`config.mk`:
```
export PLATFORM = sky130hd
export DESIGN_NAME = avg_iq_accum
export DESIGN_NICKNAME = d
export VERILOG_FILES = /design/src/rtl/avg_iq_accum.sv
export SDC_FILE = /design/constraint.sdc
export NUM_CORES = 1
export LEC_CHECK = 0
export CAP_MARGIN = 20
export CELL_PAD_IN_SITES_DETAIL_PLACEMENT = 0
export CELL_PAD_IN_SITES_GLOBAL_PLACEMENT = 1
export CORE_ASPECT_RATIO = 1.2
export CORE_MARGIN = 5
export CORE_UTILIZATION = 30
export DETAILED_ROUTE_END_ITERATION = 8
export PLACE_DENSITY_LB_ADDON = 0.1
export SLEW_MARGIN = 20
export SYNTH_ARGS = -nofsm -noshare
export SYNTH_HDL_FRONTEND = slang
export SYNTH_SLANG_ARGS = --single-unit
```
`constraint.sdc`:
```
create_clock -name user_clk -period 5.05 [get_ports user_clk]
set_input_delay 0.505 -clock user_clk [delete_from_list [all_inputs] [get_ports user_clk]]
set_output_delay 0.505 -clock user_clk [all_outputs]
set_load 0.05 [all_outputs]
```
`src/rtl/avg_iq_accum.sv`:
```
// avg_iq_accum: averages 2^log2n complex samples of one selected channel
// from a channelizer stream. A software start edge arms the block, the next
// frame sync begins accumulation, and the mean is presented with a one-cycle
// avg_valid pulse. busy/done mirror the FSM for register readback.
module avg_iq_accum #(
  parameter int DATA_W   = 16,
  parameter int CHAN_W   = 8,
  parameter int MAX_LOG2 = 12
) (
  input  logic                     user_clk,
  input  logic                     user_rst,
  input  logic [31:0]              ctrl,
  input  logic                     sync_in,
  input  logic                     iq_valid,
  input  logic signed [DATA_W-1:0] i_in,
  input  logic signed [DATA_W-1:0] q_in,
  output logic signed [DATA_W-1:0] avg_i,
  output logic signed [DATA_W-1:0] avg_q,
  output logic                     avg_valid,
  output logic                     busy,
  output logic                     done
);

  localparam int ACC_W = DATA_W + MAX_LOG2;
  localparam int CNT_W = MAX_LOG2 + 1;
  localparam logic [3:0] MAX_L2 = 4'(MAX_LOG2);

  typedef enum logic [1:0] {IDLE, ARM, ACCUM, DONE} state_t;

  state_t                    state_reg;
  logic                      start_prev_reg;
  logic [3:0]                log2n_reg;
  logic [CHAN_W-1:0]         chan_sel_reg;
  logic [CHAN_W-1:0]         chan_cnt_reg;
  logic [CNT_W-1:0]          cnt_reg;
  logic signed [ACC_W-1:0]   acc_i_reg;
  logic signed [ACC_W-1:0]   acc_q_reg;

  // Control word decode
  logic                      start_edge;
  logic                      abort;
  logic [3:0]                log2n_req;
  logic [3:0]                log2n_clamped;
  logic [CHAN_W-1:0]         chan_req;

  assign start_edge    = ctrl[0] & ~start_prev_reg;
  assign abort         = ctrl[1];
  assign log2n_req     = ctrl[5:2];
  assign log2n_clamped = (log2n_req > MAX_L2) ? MAX_L2 : log2n_req;
  assign chan_req      = ctrl[8 +: CHAN_W];

  // Bits of the control word this block does not interpret
  logic unused_ctrl;
  assign unused_ctrl = ^{ctrl[31:8+CHAN_W], ctrl[7:6]};

  // Datapath: channel of the current sample, accumulate enable, next sums
  logic [CHAN_W-1:0]         cur_chan;
  logic                      take;
  logic                      last;
  logic [CNT_W-1:0]          cnt_next;
  logic [CNT_W-1:0]          target;
  logic signed [ACC_W-1:0]   acc_i_next;
  logic signed [ACC_W-1:0]   acc_q_next;
  logic signed [ACC_W-1:0]   mean_i;
  logic signed [ACC_W-1:0]   mean_q;

  // A sync-qualified sample is always channel 0, regardless of the counter
  assign cur_chan = sync_in ? '0 : chan_cnt_reg;

  // In ARM only the frame-start sample can be taken; in ACCUM any matching channel
  assign take = iq_valid &&
                (((state_reg == ARM) && sync_in && (chan_sel_reg == '0)) ||
                 ((state_reg == ACCUM) && (cur_chan == chan_sel_reg)));

  assign cnt_next   = cnt_reg + CNT_W'(1);
  assign target     = CNT_W'(1) << log2n_reg;
  assign last       = take && (cnt_next == target);

  assign acc_i_next = acc_i_reg + {{MAX_LOG2{i_in[DATA_W-1]}}, i_in};
  assign acc_q_next = acc_q_reg + {{MAX_LOG2{q_in[DATA_W-1]}}, q_in};

  // Arithmetic shift floors toward -inf; the mean always fits in DATA_W bits
  assign mean_i     = acc_i_next >>> log2n_reg;
  assign mean_q     = acc_q_next >>> log2n_reg;

  // Channel counter tracks the position of each valid sample within a frame
  always_ff @(posedge user_clk or posedge user_rst) begin
    if (user_rst) begin
      chan_cnt_reg <= '0;
    end else if (iq_valid) begin
      if (sync_in) chan_cnt_reg <= CHAN_W'(1);
      else         chan_cnt_reg <= chan_cnt_reg + CHAN_W'(1);
    end
  end

  // Control FSM, accumulators and registered outputs
  always_ff @(posedge user_clk or posedge user_rst) begin
    if (user_rst) begin
      state_reg      <= IDLE;
      start_prev_reg <= 1'b1;
      log2n_reg      <= '0;
      chan_sel_reg   <= '0;
      cnt_reg        <= '0;
      acc_i_reg      <= '0;
      acc_q_reg      <= '0;
      avg_i          <= '0;
      avg_q          <= '0;
      avg_valid      <= 1'b0;
      busy           <= 1'b0;
      done           <= 1'b0;
    end else begin
      // Edge detector always tracks ctrl[0] so a start seen during abort is consumed
      start_prev_reg <= ctrl[0];
      avg_valid      <= 1'b0;
      if (abort) begin
        state_reg <= IDLE;
        cnt_reg   <= '0;
        acc_i_reg <= '0;
        acc_q_reg <= '0;
        busy      <= 1'b0;
        done      <= 1'b0;
      end else begin
        case (state_reg)
          IDLE, DONE: begin
            if (start_edge) begin
              state_reg    <= ARM;
              log2n_reg    <= log2n_clamped;
              chan_sel_reg <= chan_req;
              cnt_reg      <= '0;
              acc_i_reg    <= '0;
              acc_q_reg    <= '0;
              busy         <= 1'b1;
              done         <= 1'b0;
            end
          end
          ARM, ACCUM: begin
            if ((state_reg == ARM) && iq_valid && sync_in) state_reg <= ACCUM;
            if (take) begin
              acc_i_reg <= acc_i_next;
              acc_q_reg <= acc_q_next;
              cnt_reg   <= cnt_next;
              if (last) begin
                state_reg <= DONE;
                busy      <= 1'b0;
                done      <= 1'b1;
                avg_i     <= mean_i[DATA_W-1:0];
                avg_q     <= mean_q[DATA_W-1:0];
                avg_valid <= 1'b1;
              end
            end
          end
          default: state_reg <= IDLE;
        endcase
      end
    end
  end

endmodule
```
==> metrics.md <==
| Metric | Value |
|---|---|
| Initial antenna violation count | `0` |
| Initial Util | `30.2%` |
| Root Driver | `clkbuf_16` |
| Reg clk slew, reported paths | `0.06 ns` |
| WP data arrival | `4.44 ns` |
| Hold Crit Class | `reg -> reg` |
| Finished Layout Cells | `between 1500 and 2000` |
| Post-synth EDFFs | `0` |
| Fin Clk Skew | `around 0.0097 ns` |
| Clock Latency Late Sink | `0.46 ns` |
| I/O pins | `103` |
| Final Hold Viols | `0` |
| Post-DR wirelength/cell | `21.2 microns` |
| Mapped Area | `0.0111 sq mm` |
| Worst-Margin Slew | `1.07 ns` |
| Drt pass-1 iters | `5` |
| Final min period | `4.10 ns` |
| P_int | `2220 uW` |
| Clock power share | `36.7%` |
| Outcome | `complete, no violations` |
| First DRT Iteration DRCs | `671` |
| Clock sinks | `around 130` |
| Mapped Cells | `1300` |
| Nets | `1475` |
| Routability cong. | `about 0.81` |
| Synthesis-stage register bit count | `approximately 130` |
| Fin area | `0.0130 sq mm` |
| Cell count after placement | `approximately 1800` |
| CP required | `5.39 ns` |
| Synth area leaders | `dfrtp_1 (28%), ha_1 (6.6%), nand2_1 (5.2%), a21oi_1 (4.6%), mux4_2 (4.5%)` |
| Cts bufs inserted | `17` |
| Syn nets | `1428` |
| Yosys top cell by area | `dfrtp_1` |
| Yosys cell types | `82` |
| Pin count of the biggest net entering global routing | `71` |
| Sw frac | `roughly 37%` |
| Hold_buf cts | `0` |
| I/O Buffers | `84` |
| Pleak | `0.00561 uW` |
| TritonCTS clock tree | `yes` |
| Final setup TNS | `0 ns` |
| Total number of H-tree levels | `4` |
| Count leader, synth | `nand2_1` |
| PostCTS Resize Cnt | `0` |
| Crit start category | `input pin` |
| CP max FO | `7` |
| FF+latch area | `0.00318 sq mm` |
| RSZ-0062 raised after global routing | `false` |
| Die area | `~0.041 sq mm` |
| Final period util | `between 80% and 90%` |
| Clk buf depth | `2` |
| DRT antenna net count | `0` |
| Sequential-to-total area share from yosys stat | `around 29%` |
| Async set-reset flop share out of synthesis | `100%` |
| Setup crit end kind | `register` |
| Share of layout cells above drive strength 1 | `9.63%` |
| Number of max-cap violations | `0` |
| Global route overflow | `0` |
| Setup Buffers After CTS | `0` |
| Chip height | `between 200 and 250 microns` |
| Antenna Cells | `0` |
| Ys flop type | `dfrtp_1` |
| Core area | `0.0367 sq mm` |
| Routed vias/inst | `5.59` |
| Synth top area share | `approximately 28%` |
| Post-synth top cells | `nand2_1 (153), dfrtp_1 (126), a21oi_1 (101)` |
| PnR worst setup slack | `0.951 ns` |
| Net Switching | `1290 uW` |
| Die X-Extent | `185 microns` |
| Layout Utilization | `35.5%` |
| Drc violations | `0` |
| Placed wire-length estimate | `between 20 and 30 mm` |
| All-Layer GR Usage | `about a fifth` |
| Row count | `77` |
| First-pass GRT wire length | `61.2 mm` |
| Vias | `between 10000 and 15000` |
| # setup viols final | `0` |
| Filler cell count | `3815` |
| Slew margin rel. | `28.7%` |
| Yosys warns | `0` |
| Peak Freq | `244 MHz` |
| Dpl ws | `0.488 ns` |
| Final Max Tran Viols | `0` |
| Reg power frac | `31.2%` |
| Worst vdd ir | `0.262 mV` |
| Placed instance area | `0.0124 sq mm` |
| PD cells | `269 mW/mm^2` |
| Number of global-route vias before repair | `around 10000` |
| Multi-input logic area | `0.00745 sq mm` |
| Total Wirelength | `38.9 mm` |
| Synthesized area per cell | `8.52 sq um` |
| CP Class | `in -> reg` |
| Layout area overhead | `17.6%` |
| Gate power share | `between 30 and 40%` |
==> cell usage in the layout, fill, tap and decap left out, types with 25 or more instances in the layout <==
cell type	count
a21oi_1	101
mux2i_1	33
nor3_1	25
xor2_1	32
a22o_1	39
a21o_1	28
ha_1	58
clkdlybuf4s50_1	84
o21ai_0	98
xnor2_1	33
nand2_1	153
dfrtp_1	123
nor2_1	85
buf_4	29
nand3_1	31
==> final cells by class <==
type | count | share of cell area (%)
Sequential cell | 127 | 24.4
Inverter | 28 | 0.845
Timing Repair Buffer | 115 | 8.43
Clock buffer | 18 | 3.29
Multi-Input combinational cell | 1058 | 57.2
Clock inverter | 14 | 1.21
Tap cell | 474 | 4.55
==> through the flow <==
stage                     hold WS [ns]  power, uW
after detailed placement         0.475       2250
after floorplan                  0.454       1860
after CTS                        0.489       3560
after global placement           0.470       2250
after global routing             0.510       3690
final                            0.481       3510
==> critical path: stages <==
cell and delay (ns):
clkdlybuf4s50_1 0.59, buf_4 0.27, ha_1 0.41, nand4_1 0.20, nor2_1 0.17, or4b_2 0.60
nand3b_1 0.26, xor2_1 0.17, mux4_2 0.53, mux4_2 0.46, mux2_2 0.27
==> cells by family after synthesis <==
kind of cell	synth area share [%]
compound gates	26.9
simple gates	17.9
flops	28.7
buf+inv	4.10
mux	9.79
xor+xnor	5.75
fa+ha+maj	6.91
==> power groups by stage <==
stage,clock (uW),sequential [uW],combinational [uW]
4_1_cts,1330,1090,1140
3_5_place_dp,0,1110,1130
6_report,1290,1090,1120
2_1_floorplan,0,1090,771
3_3_place_gp,0,1110,1140
5_1_grt,1370,1100,1230
==> routing by layer <==
layer / track usage (%) / share of wire [%] / vias to the layer above
met5: 0 / 0 / -
met4: 6.29 / 1.8 / 0
met3: 2.47 / 3.0 / 43
met2: 33.0 / 50 / 192
met1: 25.3 / 45 / 5038
li1: - / - / 4987
==> final timing paths <==
| kind | slack [ns] | depth (start not counted) | from | end |
|---|---|---|---|---|
| max | 0.95 | 11 | i_in[15] | avg_i[7] |
| min | 0.48 | 2 | acc_i_reg[14] | acc_i_reg[14] |
| max reg2reg | 1.05 | 11 | log2n_reg[1] | avg_i[12] |
| min reg2reg | 0.48 | 2 | acc_i_reg[14] | acc_i_reg[14] |
| max in group asynchronous | 3.56 | 3 | user_rst | acc_i_reg[16] |
| min in group asynchronous | 0.53 | 2 | user_rst | acc_i_reg[17] |
Note: power is estimated with default switching activity, not from simulation.
